===== config.mk =====
export PLATFORM = sky130hd
export DESIGN_NAME = coef_load_ctrl_flat
export DESIGN_NICKNAME = d
export VERILOG_FILES = /design/src/rtl/coef_load_ctrl_pkg.sv /design/src/rtl/coef_load_ctrl_if.sv /design/src/rtl/coef_load_ctrl.sv /design/src/flat_wrapper.sv
export SDC_FILE = /design/constraint.sdc
export NUM_CORES = 1
export LEC_CHECK = 0
export ABC_AREA = 1
export CAP_MARGIN = 20
export CORE_MARGIN = 2
export CORE_UTILIZATION = 30
export CTS_CLUSTER_DIAMETER = 30
export CTS_CLUSTER_SIZE = 12
export DETAILED_ROUTE_END_ITERATION = 16
export GPL_TIMING_DRIVEN = 0
export PLACE_DENSITY_LB_ADDON = 0.1
export RECOVER_POWER = 50
export REMOVE_ABC_BUFFERS = 1
export SETUP_SLACK_MARGIN = 0.05
export SLEW_MARGIN = 20
export SYNTH_ARGS = -nofsm -noshare
export SYNTH_HDL_FRONTEND = slang
export SYNTH_SLANG_ARGS = --single-unit

===== constraint.sdc =====
create_clock -name clock -period 5.56 [get_ports clock]
set_clock_uncertainty 0.2 [all_clocks]
set_input_delay 1.668 -clock clock [delete_from_list [all_inputs] [get_ports clock]]
set_output_delay 1.668 -clock clock [all_outputs]
set_load 0.01 [all_outputs]

===== src/rtl/coef_load_ctrl_pkg.sv =====
// Shared constants and types for the coefficient-memory loader: host opcodes,
// controller state encoding and the byte framing of one coefficient word.
package coef_load_pkg;

    localparam int BYTES_PER_WORD = 5;
    localparam int SHIFT_W        = 8 * BYTES_PER_WORD;

    localparam logic [7:0] OP_WR_L = 8'hA0;
    localparam logic [7:0] OP_WR_R = 8'hA1;
    localparam logic [7:0] OP_RD_L = 8'hA2;
    localparam logic [7:0] OP_RD_R = 8'hA3;

    localparam logic [2:0] LAST_BYTE = 3'(BYTES_PER_WORD - 1);

    typedef enum logic [3:0] {
        ST_IDLE      = 4'd0,
        ST_ADDR_H    = 4'd1,
        ST_ADDR_L    = 4'd2,
        ST_CNT_H     = 4'd3,
        ST_CNT_L     = 4'd4,
        ST_WR_DATA   = 4'd5,
        ST_WR_STROBE = 4'd6,
        ST_RD_WAIT   = 4'd7,
        ST_RD_CAP    = 4'd8,
        ST_RD_SEND   = 4'd9
    } state_e;

    // The four opcodes share their upper six bits; bit 1 selects read, bit 0 the right channel.
    function automatic logic is_opcode(input logic [7:0] b);
        return (b == OP_WR_L) || (b == OP_WR_R) || (b == OP_RD_L) || (b == OP_RD_R);
    endfunction

endpackage


===== src/rtl/coef_load_ctrl_if.sv =====
// Host byte link plus the coefficient RAM left/right read-write ports.
// The master modport is the loader side; slave is the host link / RAM side.
interface coef_load_ctrl_if #(
    parameter int ADDR_W = 14,
    parameter int DATA_W = 36
);

    logic [7:0]        rx_data;
    logic              rx_valid;
    logic              rx_ready;
    logic [7:0]        tx_data;
    logic              tx_valid;
    logic              tx_ready;

    logic [ADDR_W-1:0] addrLrw;
    logic [ADDR_W-1:0] addrRrw;
    logic [DATA_W-1:0] datainLrw;
    logic [DATA_W-1:0] datainRrw;
    logic              weL;
    logic              weR;
    logic [DATA_W-1:0] dataoutLrw;
    logic [DATA_W-1:0] dataoutRrw;

    modport master (
        input  rx_data, rx_valid, tx_ready, dataoutLrw, dataoutRrw,
        output rx_ready, tx_data, tx_valid,
        output addrLrw, addrRrw, datainLrw, datainRrw, weL, weR
    );

    modport slave (
        output rx_data, rx_valid, tx_ready, dataoutLrw, dataoutRrw,
        input  rx_ready, tx_data, tx_valid,
        input  addrLrw, addrRrw, datainLrw, datainRrw, weL, weR
    );

endinterface


===== src/rtl/coef_load_ctrl.sv =====
// Byte-stream loader for the stereo FIR coefficient RAM: parses opcode/address/count
// headers, then writes 36-bit words or reads them back as 5-byte bursts.
module coef_load_ctrl
    import coef_load_pkg::*;
#(
    parameter int ADDR_W = 14,
    parameter int DATA_W = 36,
    parameter int CNT_W  = 16
) (
    input  logic                    clock,
    input  logic                    reset,
    input  logic                    abort,
    coef_load_ctrl_if.master        bus,
    output logic                    busy,
    output logic                    done,
    output logic                    cmd_err
);

    state_e             state_q, state_d;
    logic [ADDR_W-1:0]  addr_q, addr_d;
    logic [CNT_W-1:0]   cnt_q, cnt_d;        // words remaining minus one
    logic [SHIFT_W-1:0] shift_q, shift_d;
    logic [2:0]         byte_cnt_q, byte_cnt_d;
    logic [1:0]         op_q, op_d;          // [1]=read, [0]=right channel
    logic               weL_q, weL_d;
    logic               weR_q, weR_d;
    logic               done_q, done_d;
    logic               cmd_err_q, cmd_err_d;

    logic rx_take;
    logic tx_take;
    logic last_word;

    assign rx_take   = bus.rx_valid && bus.rx_ready;
    assign tx_take   = bus.tx_valid && bus.tx_ready;
    assign last_word = (cnt_q == '0);

    // NOTE: the reset here is synchronous, so it lives inside the clocked branch, not the sensitivity list.
    always_ff @(posedge clock) begin
        if (!reset) begin
            state_q    <= ST_IDLE;
            addr_q     <= '0;
            cnt_q      <= '0;
            shift_q    <= '0;
            byte_cnt_q <= '0;
            op_q       <= '0;
            weL_q      <= 1'b0;
            weR_q      <= 1'b0;
            done_q     <= 1'b0;
            cmd_err_q  <= 1'b0;
        end else begin
            // NOTE: non-blocking assignments keep every register reading the pre-edge values.
            state_q    <= state_d;
            addr_q     <= addr_d;
            cnt_q      <= cnt_d;
            shift_q    <= shift_d;
            byte_cnt_q <= byte_cnt_d;
            op_q       <= op_d;
            weL_q      <= weL_d;
            weR_q      <= weR_d;
            done_q     <= done_d;
            cmd_err_q  <= cmd_err_d;
        end
    end

    always_comb begin
        // NOTE: every variable gets its hold value first, so no path can infer a latch.
        state_d    = state_q;
        addr_d     = addr_q;
        cnt_d      = cnt_q;
        shift_d    = shift_q;
        byte_cnt_d = byte_cnt_q;
        op_d       = op_q;
        done_d     = 1'b0;
        cmd_err_d  = 1'b0;

        unique case (state_q)
            ST_IDLE: begin
                if (rx_take) begin
                    if (is_opcode(bus.rx_data)) begin
                        op_d    = bus.rx_data[1:0];
                        state_d = ST_ADDR_H;
                    end else begin
                        cmd_err_d = 1'b1;
                    end
                end
            end
            ST_ADDR_H: begin
                if (rx_take) begin
                    addr_d[ADDR_W-1:8] = bus.rx_data[ADDR_W-9:0];
                    state_d            = ST_ADDR_L;
                end
            end
            ST_ADDR_L: begin
                if (rx_take) begin
                    addr_d[7:0] = bus.rx_data;
                    state_d     = ST_CNT_H;
                end
            end
            ST_CNT_H: begin
                if (rx_take) begin
                    cnt_d[CNT_W-1:8] = bus.rx_data;
                    state_d          = ST_CNT_L;
                end
            end
            ST_CNT_L: begin
                if (rx_take) begin
                    cnt_d[7:0] = bus.rx_data;
                    byte_cnt_d = '0;
                    state_d    = op_q[1] ? ST_RD_WAIT : ST_WR_DATA;
                end
            end
            ST_WR_DATA: begin
                if (rx_take) begin
                    shift_d = {shift_q[SHIFT_W-9:0], bus.rx_data};
                    if (byte_cnt_q == LAST_BYTE) begin
                        byte_cnt_d = '0;
                        state_d    = ST_WR_STROBE;
                    end else begin
                        byte_cnt_d = byte_cnt_q + 3'd1;
                    end
                end
            end
            ST_WR_STROBE: begin
                addr_d = addr_q + 1'b1;
                if (last_word) begin
                    done_d  = 1'b1;
                    state_d = ST_IDLE;
                end else begin
                    cnt_d   = cnt_q - 1'b1;
                    state_d = ST_WR_DATA;
                end
            end
            ST_RD_WAIT: begin
                state_d = ST_RD_CAP;
            end
            ST_RD_CAP: begin
                shift_d    = {{(SHIFT_W-DATA_W){1'b0}}, op_q[0] ? bus.dataoutRrw : bus.dataoutLrw};
                byte_cnt_d = '0;
                state_d    = ST_RD_SEND;
            end
            ST_RD_SEND: begin
                if (tx_take) begin
                    shift_d = {shift_q[SHIFT_W-9:0], 8'h00};
                    if (byte_cnt_q == LAST_BYTE) begin
                        byte_cnt_d = '0;
                        addr_d     = addr_q + 1'b1;
                        if (last_word) begin
                            done_d  = 1'b1;
                            state_d = ST_IDLE;
                        end else begin
                            cnt_d   = cnt_q - 1'b1;
                            state_d = ST_RD_WAIT;
                        end
                    end else begin
                        byte_cnt_d = byte_cnt_q + 3'd1;
                    end
                end
            end
            default: state_d = ST_IDLE;
        endcase

        // Abort wins over everything except a strobe already registered for this cycle.
        if (abort && (state_q != ST_IDLE)) begin
            state_d = ST_IDLE;
            done_d  = 1'b0;
        end

        weL_d = (state_d == ST_WR_STROBE) && !op_q[0];
        weR_d = (state_d == ST_WR_STROBE) &&  op_q[0];
    end

    assign bus.rx_ready  = (state_q == ST_IDLE)  || (state_q == ST_ADDR_H) ||
                           (state_q == ST_ADDR_L) || (state_q == ST_CNT_H) ||
                           (state_q == ST_CNT_L)  || (state_q == ST_WR_DATA);
    assign bus.tx_valid  = (state_q == ST_RD_SEND);
    assign bus.tx_data   = shift_q[SHIFT_W-1:SHIFT_W-8];

    assign bus.addrLrw   = addr_q;
    assign bus.addrRrw   = addr_q;
    assign bus.datainLrw = shift_q[DATA_W-1:0];
    assign bus.datainRrw = shift_q[DATA_W-1:0];
    assign bus.weL       = weL_q;
    assign bus.weR       = weR_q;

    assign busy    = (state_q != ST_IDLE);
    assign done    = done_q;
    assign cmd_err = cmd_err_q;

endmodule

===== src/flat_wrapper.sv =====
// flat-port wrapper written by rule: the top's interface ports become plain ports
module coef_load_ctrl_flat import coef_load_pkg::*;
#(
    parameter int ADDR_W = 14,
    parameter int DATA_W = 36,
    parameter int CNT_W  = 16
)
  (clock, reset, abort, busy, done, cmd_err, bus_rx_data, bus_rx_valid, bus_tx_ready, bus_dataoutLrw, bus_dataoutRrw, bus_rx_ready, bus_tx_data, bus_tx_valid, bus_addrLrw, bus_addrRrw, bus_datainLrw, bus_datainRrw, bus_weL, bus_weR);
  coef_load_ctrl_if #(.ADDR_W(ADDR_W), .DATA_W(DATA_W)) bus_i ();
  input  logic clock;
  input  logic reset;
  input  logic abort;
  output logic busy;
  output logic done;
  output logic cmd_err;
  input wire logic [$bits(bus_i.rx_data)-1:0] bus_rx_data;
  input wire logic [$bits(bus_i.rx_valid)-1:0] bus_rx_valid;
  input wire logic [$bits(bus_i.tx_ready)-1:0] bus_tx_ready;
  input wire logic [$bits(bus_i.dataoutLrw)-1:0] bus_dataoutLrw;
  input wire logic [$bits(bus_i.dataoutRrw)-1:0] bus_dataoutRrw;
  output wire logic [$bits(bus_i.rx_ready)-1:0] bus_rx_ready;
  output wire logic [$bits(bus_i.tx_data)-1:0] bus_tx_data;
  output wire logic [$bits(bus_i.tx_valid)-1:0] bus_tx_valid;
  output wire logic [$bits(bus_i.addrLrw)-1:0] bus_addrLrw;
  output wire logic [$bits(bus_i.addrRrw)-1:0] bus_addrRrw;
  output wire logic [$bits(bus_i.datainLrw)-1:0] bus_datainLrw;
  output wire logic [$bits(bus_i.datainRrw)-1:0] bus_datainRrw;
  output wire logic [$bits(bus_i.weL)-1:0] bus_weL;
  output wire logic [$bits(bus_i.weR)-1:0] bus_weR;
  assign bus_i.rx_data = bus_rx_data;
  assign bus_i.rx_valid = bus_rx_valid;
  assign bus_i.tx_ready = bus_tx_ready;
  assign bus_i.dataoutLrw = bus_dataoutLrw;
  assign bus_i.dataoutRrw = bus_dataoutRrw;
  assign bus_rx_ready = bus_i.rx_ready;
  assign bus_tx_data = bus_i.tx_data;
  assign bus_tx_valid = bus_i.tx_valid;
  assign bus_addrLrw = bus_i.addrLrw;
  assign bus_addrRrw = bus_i.addrRrw;
  assign bus_datainLrw = bus_i.datainLrw;
  assign bus_datainRrw = bus_i.datainRrw;
  assign bus_weL = bus_i.weL;
  assign bus_weR = bus_i.weR;
  coef_load_ctrl #(.ADDR_W(ADDR_W), .DATA_W(DATA_W), .CNT_W(CNT_W)) u_core (.clock(clock), .reset(reset), .abort(abort), .bus(bus_i), .busy(busy), .done(done), .cmd_err(cmd_err));
endmodule

Yosys cells after proc, flatten, opt, wreduce, memory -nomap -nowiden
Cells that the tools add are included.
Word-level totals
  register bits after elaboration: 83
Cells by class
  $add $sub $neg: 3
  equal/unequal tests: 22
  mux-type cells: 40
  bitwise operators: 1
  reduce and logical (&&, ||, !) cells: 32
Operators with widths (count)
  40-bit one-hot mux with 3 select lines: 1
  40-bit 2-to-1 mux: 2
  8-bit one-hot mux with 3 select lines: 3
  16-bit 2-to-1 mux: 3
  4-bit 2-to-1 mux: 11
  4-bit one-hot mux with 10 select lines: 1
  36-bit 2-to-1 mux: 1
  8-bit equality test (second input constant): 4
  14-bit 2-to-1 mux: 2
  4-bit by 3-bit equality test with 1-bit output (second input constant): 5
  4-bit AND reduction: 5
  3-bit 2-to-1 mux: 6
  6-bit one-hot mux with 3 select lines: 1
  16-bit zero test: 1
  16-bit by 1-bit subtractor with 16-bit output (second input constant): 1
  3-bit nonzero test: 5
  14-bit by 1-bit adder with 14-bit output (second input constant): 1
  3-bit one-hot mux with 4 select lines: 1
  2-bit by 1-bit inequality test with 1-bit output (second input constant): 5
  3-bit AND reduction: 3
  4-bit by 2-bit equality test with 1-bit output (second input constant): 2
  4-bit equality test (second input constant): 2
  1-bit logical OR: 8
  8-bit 2-to-1 mux: 1
  other kinds (14): 23

Depth between registers and ports, before layout
Gate-level depths: netlist (run 1).
  depth in word-level cells: 12
  mapped depth: 14
  mapped depth without buffers: 13

Worst setup path before layout (run 1)
OpenSTA, ideal clock, no wires.
  kind: input -> register
  start: in bus_rx_valid
  end: reg u_core.shift_q[10]
  library setup time: 117 ps
  data arrival time: 2722 ps
  data required time: 5243 ps
  setup slack: 2522 ps
  stages on the path: 10
  path buffers: 3
  cells stage by stage: clkbuf_1 > inv_1 > nand2_1 > nand2_1 > inv_2 > o21ai_4 > buf_6 > buf_6 > a211oi_2 > nor2_1
On the way
  word-level cells in the longest chain between the ends: 3
RTL lines
  start: declaration: RTL line flat_wrapper.sv:17  | input wire logic [$bits(bus_i.rx_valid)-1:0] bus_rx_valid;
  1-bit logical AND: RTL line coef_load_ctrl.sv:34  | assign rx_take = bus.rx_valid && bus.rx_ready;
  2-bit by 1-bit inequality test with 1-bit output (no source line)
  3-bit AND reduction (no source line)
  end signal: assignment: RTL line coef_load_ctrl.sv:56  | shift_q <= shift_d;
  end: declaration: RTL line coef_load_ctrl.sv:22  | logic [SHIFT_W-1:0] shift_q, shift_d;
Every way passes these cells.
A chain may end at the register's enable or synchronous reset.

Worst setup path after layout (run 1)
  start: in bus_rx_valid
  end: reg u_core.shift_q[35]
The elaborated chain is that of the path after synthesis.

==> flow_summary.ini, run 1 <==
[synth]
ys_types = 39
seq_area_frac_synth = 0.3049
synth.most_common_cell = nand2_1
synth_area_leaders = dfxtp_1, nand2_1, a21oi_1
synth_top_area_frac = 0.3049
yosys_warnings = 0
yosysTopAreaCell = dfxtp_1
netlist_area_um2 = 5450
ys.flop_type = dfxtp_1
synth_edf_count = 0
synthArstFlopShare = 0
synthTopCellsByCount = nand2_1, a21oi_1, nor2_1
synth-seq-cells = 83
syn-instance-count = 839
syn_area_per_cell_um2 = 6.496

[routing]
num_vias = 5687
routed_wl_um = 18410
drt-wirelength-per-cell_um = 15.40
firstDrtPassIters = 5
first_iter_violations = 417
routed_via_density = 4.759
drc = 0
ant_nets = 0

[setup_path]
rr_startpoint = u_core.state_q[1]$_SDFF_PN0_
worstPathArrival_ns = 3.96
critPathLaunchType = input pin
crit_chain = dlygate4sd3_1 > inv_1 > nand2_1 > nand2_1 > inv_2 > o21ai_4 > buf_16 > buf_8 > buf_16 > o21bai_1 > a21oi_1
worst_path_max_delay_cell = dlygate4sd3_1
cp_top_family = buffers and inverters
endpoint_kind = flop
path_buf_inv = 6
r2r-end = u_core.shift_q[35]$_SDFFE_PN0P_
crit_fanout = 23
reg2reg_depth = 9
worstPathRequired_ns = 5.61
slowest_delay_ns = 0.74
critical_path_class = in2reg
reg2reg_slack_ns = 2.19

[global_routing]
grt_max_degree = 55
antenna_found_initial = 0
first_global_vias = 5172
grt_pass1_wl_um = 28900
grt-ovfl-total = 0
grt_usage = 0.1874

[placement]
globalplace.congestion = 0.8404
dp.cells = 1179
dp_slack_ns = 1.367
place_area_um2 = 7228
io_buffers = 199
dp.final_hpwl_um = 13660

[sta]
relSlewSlack = 0.3595
setup_slack_ns = 1.649
slew_viol_final = 0
worstMarginPinSlew_ns = 0.9549
rsz0062_at_grt = false
setup-tns-final_ns = 0
finalCritPeriodShare = 0.7035
fmax_mhz = 255.7
final.min_clock_period_ns = 3.911
hold_viol = 0
setup_viol = 0

[cts]
root_buffer = clkbuf_16
ctsResizeCount = 0
clockBufferDepth = 2
cts.sinks = 83
ctsHtreeMaxLevel = 3
path_clk_slew_ns = 0.06
cts_tree = yes
cts_buffers = 9
clk_latency_ns = 0.34
post_cts_buffers = 0
cts_hold_buf = 0

[hold_path]
min_from = u_core.shift_q[38]$_SDFFE_PN0P_
hold_path.class = reg2reg
min_to = u_core.shift_q[38]$_SDFFE_PN0P_
hold_depth = 2

[power]
p_per_area_nw_per_um2 = 175.4
ir_drop_mv = 0.1424
power.leakage_nw = 3.512

[final_layout]
final_cell_area_um2 = 7525
diodes = 0
drive_above_1_share = 0.06418
synthToLayoutAreaGrowth_pct = 38.06
nets = 1050
fin_cells = 1195
fin_util = 0.4203

[floorplan]
ioPinCount = 200
core_area_um2 = 17900
start_util = 0.3044
die_h_um = 138.8
die_area_um2 = 19260
fp-row-count = 49
die_w_um = 138.8

[job]
maxCapViolations = 0

[status]
outcome = finished, final reports clean
==> kinds of logic after synthesis <==
family,count (synthesis),synth area share
compound gates,208,0.2303
xor+xnor,11,0.01768
fa+ha+maj,4,0.009183
buf+inv,164,0.1648
flops,83,0.3049
simple gates,369,0.2732
==> how the worst max path moves through the flow <==
stage / startpoint / end / slack [ns] / depth (start not counted)
floorplan: u_core.state_q[1]$_SDFF_PN0_ / u_core.shift_q[12]$_SDFFE_PN0P_ / 1.92 / 6
global placement: reset / u_core.byte_cnt_q[1]$_SDFFE_PN0P_ / -0.42 / 3
detailed placement: bus_rx_valid / u_core.shift_q[8]$_SDFFE_PN0P_ / 1.37 / 11
CTS: bus_rx_valid / u_core.shift_q[8]$_SDFFE_PN0P_ / 1.74 / 11
global route: bus_rx_valid / u_core.shift_q[19]$_SDFFE_PN0P_ / 1.48 / 11
finish: bus_rx_valid / u_core.shift_q[35]$_SDFFE_PN0P_ / 1.65 / 11
==> cell usage in the layout, fill, tap and decap left out, drive strengths merged, types with 4 or more instances in the layout <==
cell type      count
nand2            231
o21ai             55
clkbuf            12
dfxtp             83
inv               70
a21oi            105
nor2              97
a211oi            16
buf                6
nand3             22
nor3               7
clkdlybuf4s50    104
dlygate4sd3       94
nand4              8
a21o               5
a31oi              7
ha                 4
xnor2              4
o21bai            17
xor2               7
==> layout make-up <==
type	instances	area (um2)
timing repair buffer	204	2105
multi-input combinational	592	2905
clock buffer	12	246.5
tap	229	286.5
fill	1889	10380
sequential	83	1663
inverter	71	269.0
clock inverter	4	50.05
==> sequential cells by signal (all words and copies together) (netlist names), 2 cells and up <==
signal and count:
u_core.byte_cnt_q 3, u_core.shift_q 40, u_core.state_q 4, u_core.cnt_q 16, u_core.op_q 2, u_core.bus.addrLrw 14
==> worst reg2reg max path: stages, from the launching register on <==
cell,delay (ns)
dfxtp_1,0.47
nor2_1,0.19
nand2_4,0.53
inv_2,0.39
o21ai_4,0.63
buf_16,0.24
buf_8,0.19
buf_16,0.17
o21bai_1,0.14
a21oi_1,0.08
==> where the power goes <==
part           internal [W]  leakage (nW)  total (W)  switching, W
combinational     0.0000645          2.70   0.000107     0.0000422
clock              0.000360         0.139   0.000616      0.000256
sequential         0.000595         0.669   0.000597    0.00000142
total               0.00102          3.51    0.00132      0.000300
==> through the flow <==
step                total power (W)  hold WS, ns
floorplan                 0.0006345       0.2286
global placement          0.0007162       0.2494
detailed placement        0.0007174       0.2528
CTS                        0.001337       0.2626
global route               0.001367       0.2774
finish                     0.001320       0.2595
==> metal layers <==
metal / part of all wire / track usage / wire length (um) / vias up
met5: 0 / 0 / 0 / -
met4: 0.014 / 0.04997 / 260 / 0
met3: 0.041 / 0.02970 / 756 / 15
met2: 0.48 / 0.3179 / 8779 / 141
met1: 0.47 / 0.2485 / 8610 / 2608
li1: - / - / - / 2923
No activity file was read; power rests on OpenSTA's default activity.
==> run 2, diff against run 1 <==
==> constraint.sdc (replaced) <==
create_clock -name clock -period 3.2 [get_ports clock]
set_clock_uncertainty 0.2 [all_clocks]
set_input_delay 0.96 -clock clock [delete_from_list [all_inputs] [get_ports clock]]
set_output_delay 0.96 -clock clock [all_outputs]
set_load 0.01 [all_outputs]
==> flow_summary.ini, run 2 (synthesis results as in run 1) <==
[setup_path]
endpoint_kind = primary output
cp_top_family = buffers and inverters
worst_path_max_delay_cell = clkdlybuf4s50_1
crit_fanout = 5
path_buf_inv = 3
critical_path_class = reg2out
critPathLaunchType = flop
crit_chain = inv_1 > nor2_1 > nand2_2 > inv_2 > clkdlybuf4s50_1
slowest_delay_ns = 0.54
worstPathArrival_ns = 1.87
worstPathRequired_ns = 2.04

[cts]
root_buffer = clkbuf_16
clockBufferDepth = 2
ctsHtreeMaxLevel = 3
clk_latency_ns = 0.34
path_clk_slew_ns = 0.06
cts_buffers = 9
cts_hold_buf = 0
cts.sinks = 83
cts_tree = yes

[routing]
firstDrtPassIters = 5
drc = 0
routed_via_density = 4.790
first_iter_violations = 353
ant_nets = 0
num_vias = 5729
routed_wl_um = 18550
drt-wirelength-per-cell_um = 15.51

[sta]
setup_viol = 0
final.min_clock_period_ns = 3.028
setup-tns-final_ns = 0
hold_viol = 0
fmax_mhz = 330.3
rsz0062_at_grt = false
finalCritPeriodShare = 0.9462
worstMarginPinSlew_ns = 0.9625
relSlewSlack = 0.3543
slew_viol_final = 0

[floorplan]
core_area_um2 = 17900
fp-row-count = 49
die_w_um = 138.8
die_area_um2 = 19260
die_h_um = 138.8
start_util = 0.3044
ioPinCount = 200

[final_layout]
mostFrequentLayoutCells = nand2_1, clkdlybuf4s50_1, a21oi_1, nor2_1, dlygate4sd3_1
nets = 1051
multiInputGateArea_um2 = 2920
drive_above_1_share = 0.06618
final_common_cell = nand2_1
largest_reg_flops = 40
seqCellArea_um2 = 1663
fin_util = 0.4210
diodes = 0
fillers = 1895
regMostFlops = u_core.shift_q
synthToLayoutAreaGrowth_pct = 38.27
final_cell_area_um2 = 7536

[global_routing]
grt_pass1_wl_um = 29010
grt.busiest_layer = met2
use_met3 = 0.02970
first_global_vias = 5188
grt_usage = 0.1881
gr-usage-met1 = 0.2487
grt_max_degree = 55
antenna_found_initial = 0
grt-ovfl-total = 0
met2_usage = 0.3202

[status]
outcome = finished, final reports clean

[power]
ir_drop_mv = 0.2478
power.leakage_nw = 3.481
total_power_w = 0.002294
p_per_area_nw_per_um2 = 304.4

[job]
maxCapViolations = 0

[placement]
dp.final_hpwl_um = 13660
place_area_um2 = 7228
globalplace.congestion = 0.8404
io_buffers = 199

[hold_path]
hold_path.class = reg2reg
==> run 2: cell count changes in the layout (fill, tap and decap cells not counted), sizes merged <==
cell | before | now
o21ai | 55 | 56
dlygate4sd3 | 94 | 86
clkdlybuf4s50 | 104 | 111
clkbuf | 12 | 13
==> run 2: path summary, 6_finish.rpt <==
check	from	end	slack, ns	depth (start not counted)
setup / recovery	u_core.state_q[0]$_SDFF_PN0_	bus_tx_valid	0.17	5
hold / removal	u_core.shift_q[38]$_SDFFE_PN0P_	u_core.shift_q[38]$_SDFFE_PN0P_	0.26	2
setup reg to reg	u_core.state_q[1]$_SDFF_PN0_	u_core.shift_q[35]$_SDFFE_PN0P_	0.24	9
hold reg to reg	u_core.shift_q[38]$_SDFFE_PN0P_	u_core.shift_q[38]$_SDFFE_PN0P_	0.26	2
==> run 2: layout make-up <==
class | instances | area share
well taps | 229 | 0.03802
flip-flops and latches | 83 | 0.2207
inverters | 71 | 0.03603
multi-input cells | 593 | 0.3875
repair buffers | 204 | 0.2784
clock buffers | 12 | 0.03271
clock inverters | 4 | 0.006641
==> run 2: report_power, final <==
part	leakage [nW]	switching, W	internal [W]
Combinational	2.67	0.0000734	0.000111
Sequential	0.669	0.00000249	0.00103
Clock	0.139	0.000446	0.000626
Total	3.48	0.000522	0.00177
==> run 2: metal layers <==
layer  vias to the layer above  routed length, um
met3                        19                747
met4                         0                265
met1                      2633               8631
li1                       2928                  -
met2                       149               8901
met5                         -                  0
==> run 2: through the flow <==
stage                     hold WS (ns)  setup slack, ns  instances
after floorplan                 0.2286          -0.4429        746
after global placement          0.2494           -2.159       1174
after detailed placement        0.2528          -0.2848       1179
after CTS                       0.2626          0.06281       1196
after global routing            0.2774          0.04250       1196
final                           0.2601           0.1722       1196
==> run 2: worst min-delay path, cell delays in order (launching register included) <==
cell and delay (ns):
dfxtp_1 0.30, nand2_1 0.06, a21oi_1 0.05
==> run 2: timing repair <==
action | in CTS | in global routing
gates cloned | 1 | 0
pin swaps | 1 | 0
gates resized for setup | 1 | 6
setup endpoints to repair | 14 | 14
setup buffers | 0 | 0
==> run 3, diff against run 2 <==
--- a/config.mk
+++ b/config.mk
@@ -12,6 +12,7 @@
 export CTS_CLUSTER_DIAMETER = 30
 export CTS_CLUSTER_SIZE = 12
 export DETAILED_ROUTE_END_ITERATION = 16
+export GPL_ROUTABILITY_DRIVEN = 0
 export GPL_TIMING_DRIVEN = 0
 export PLACE_DENSITY_LB_ADDON = 0.1
 export RECOVER_POWER = 50
==> results of run 3 <==
The final DEF is identical to that of run 2; final timing and power are the same.
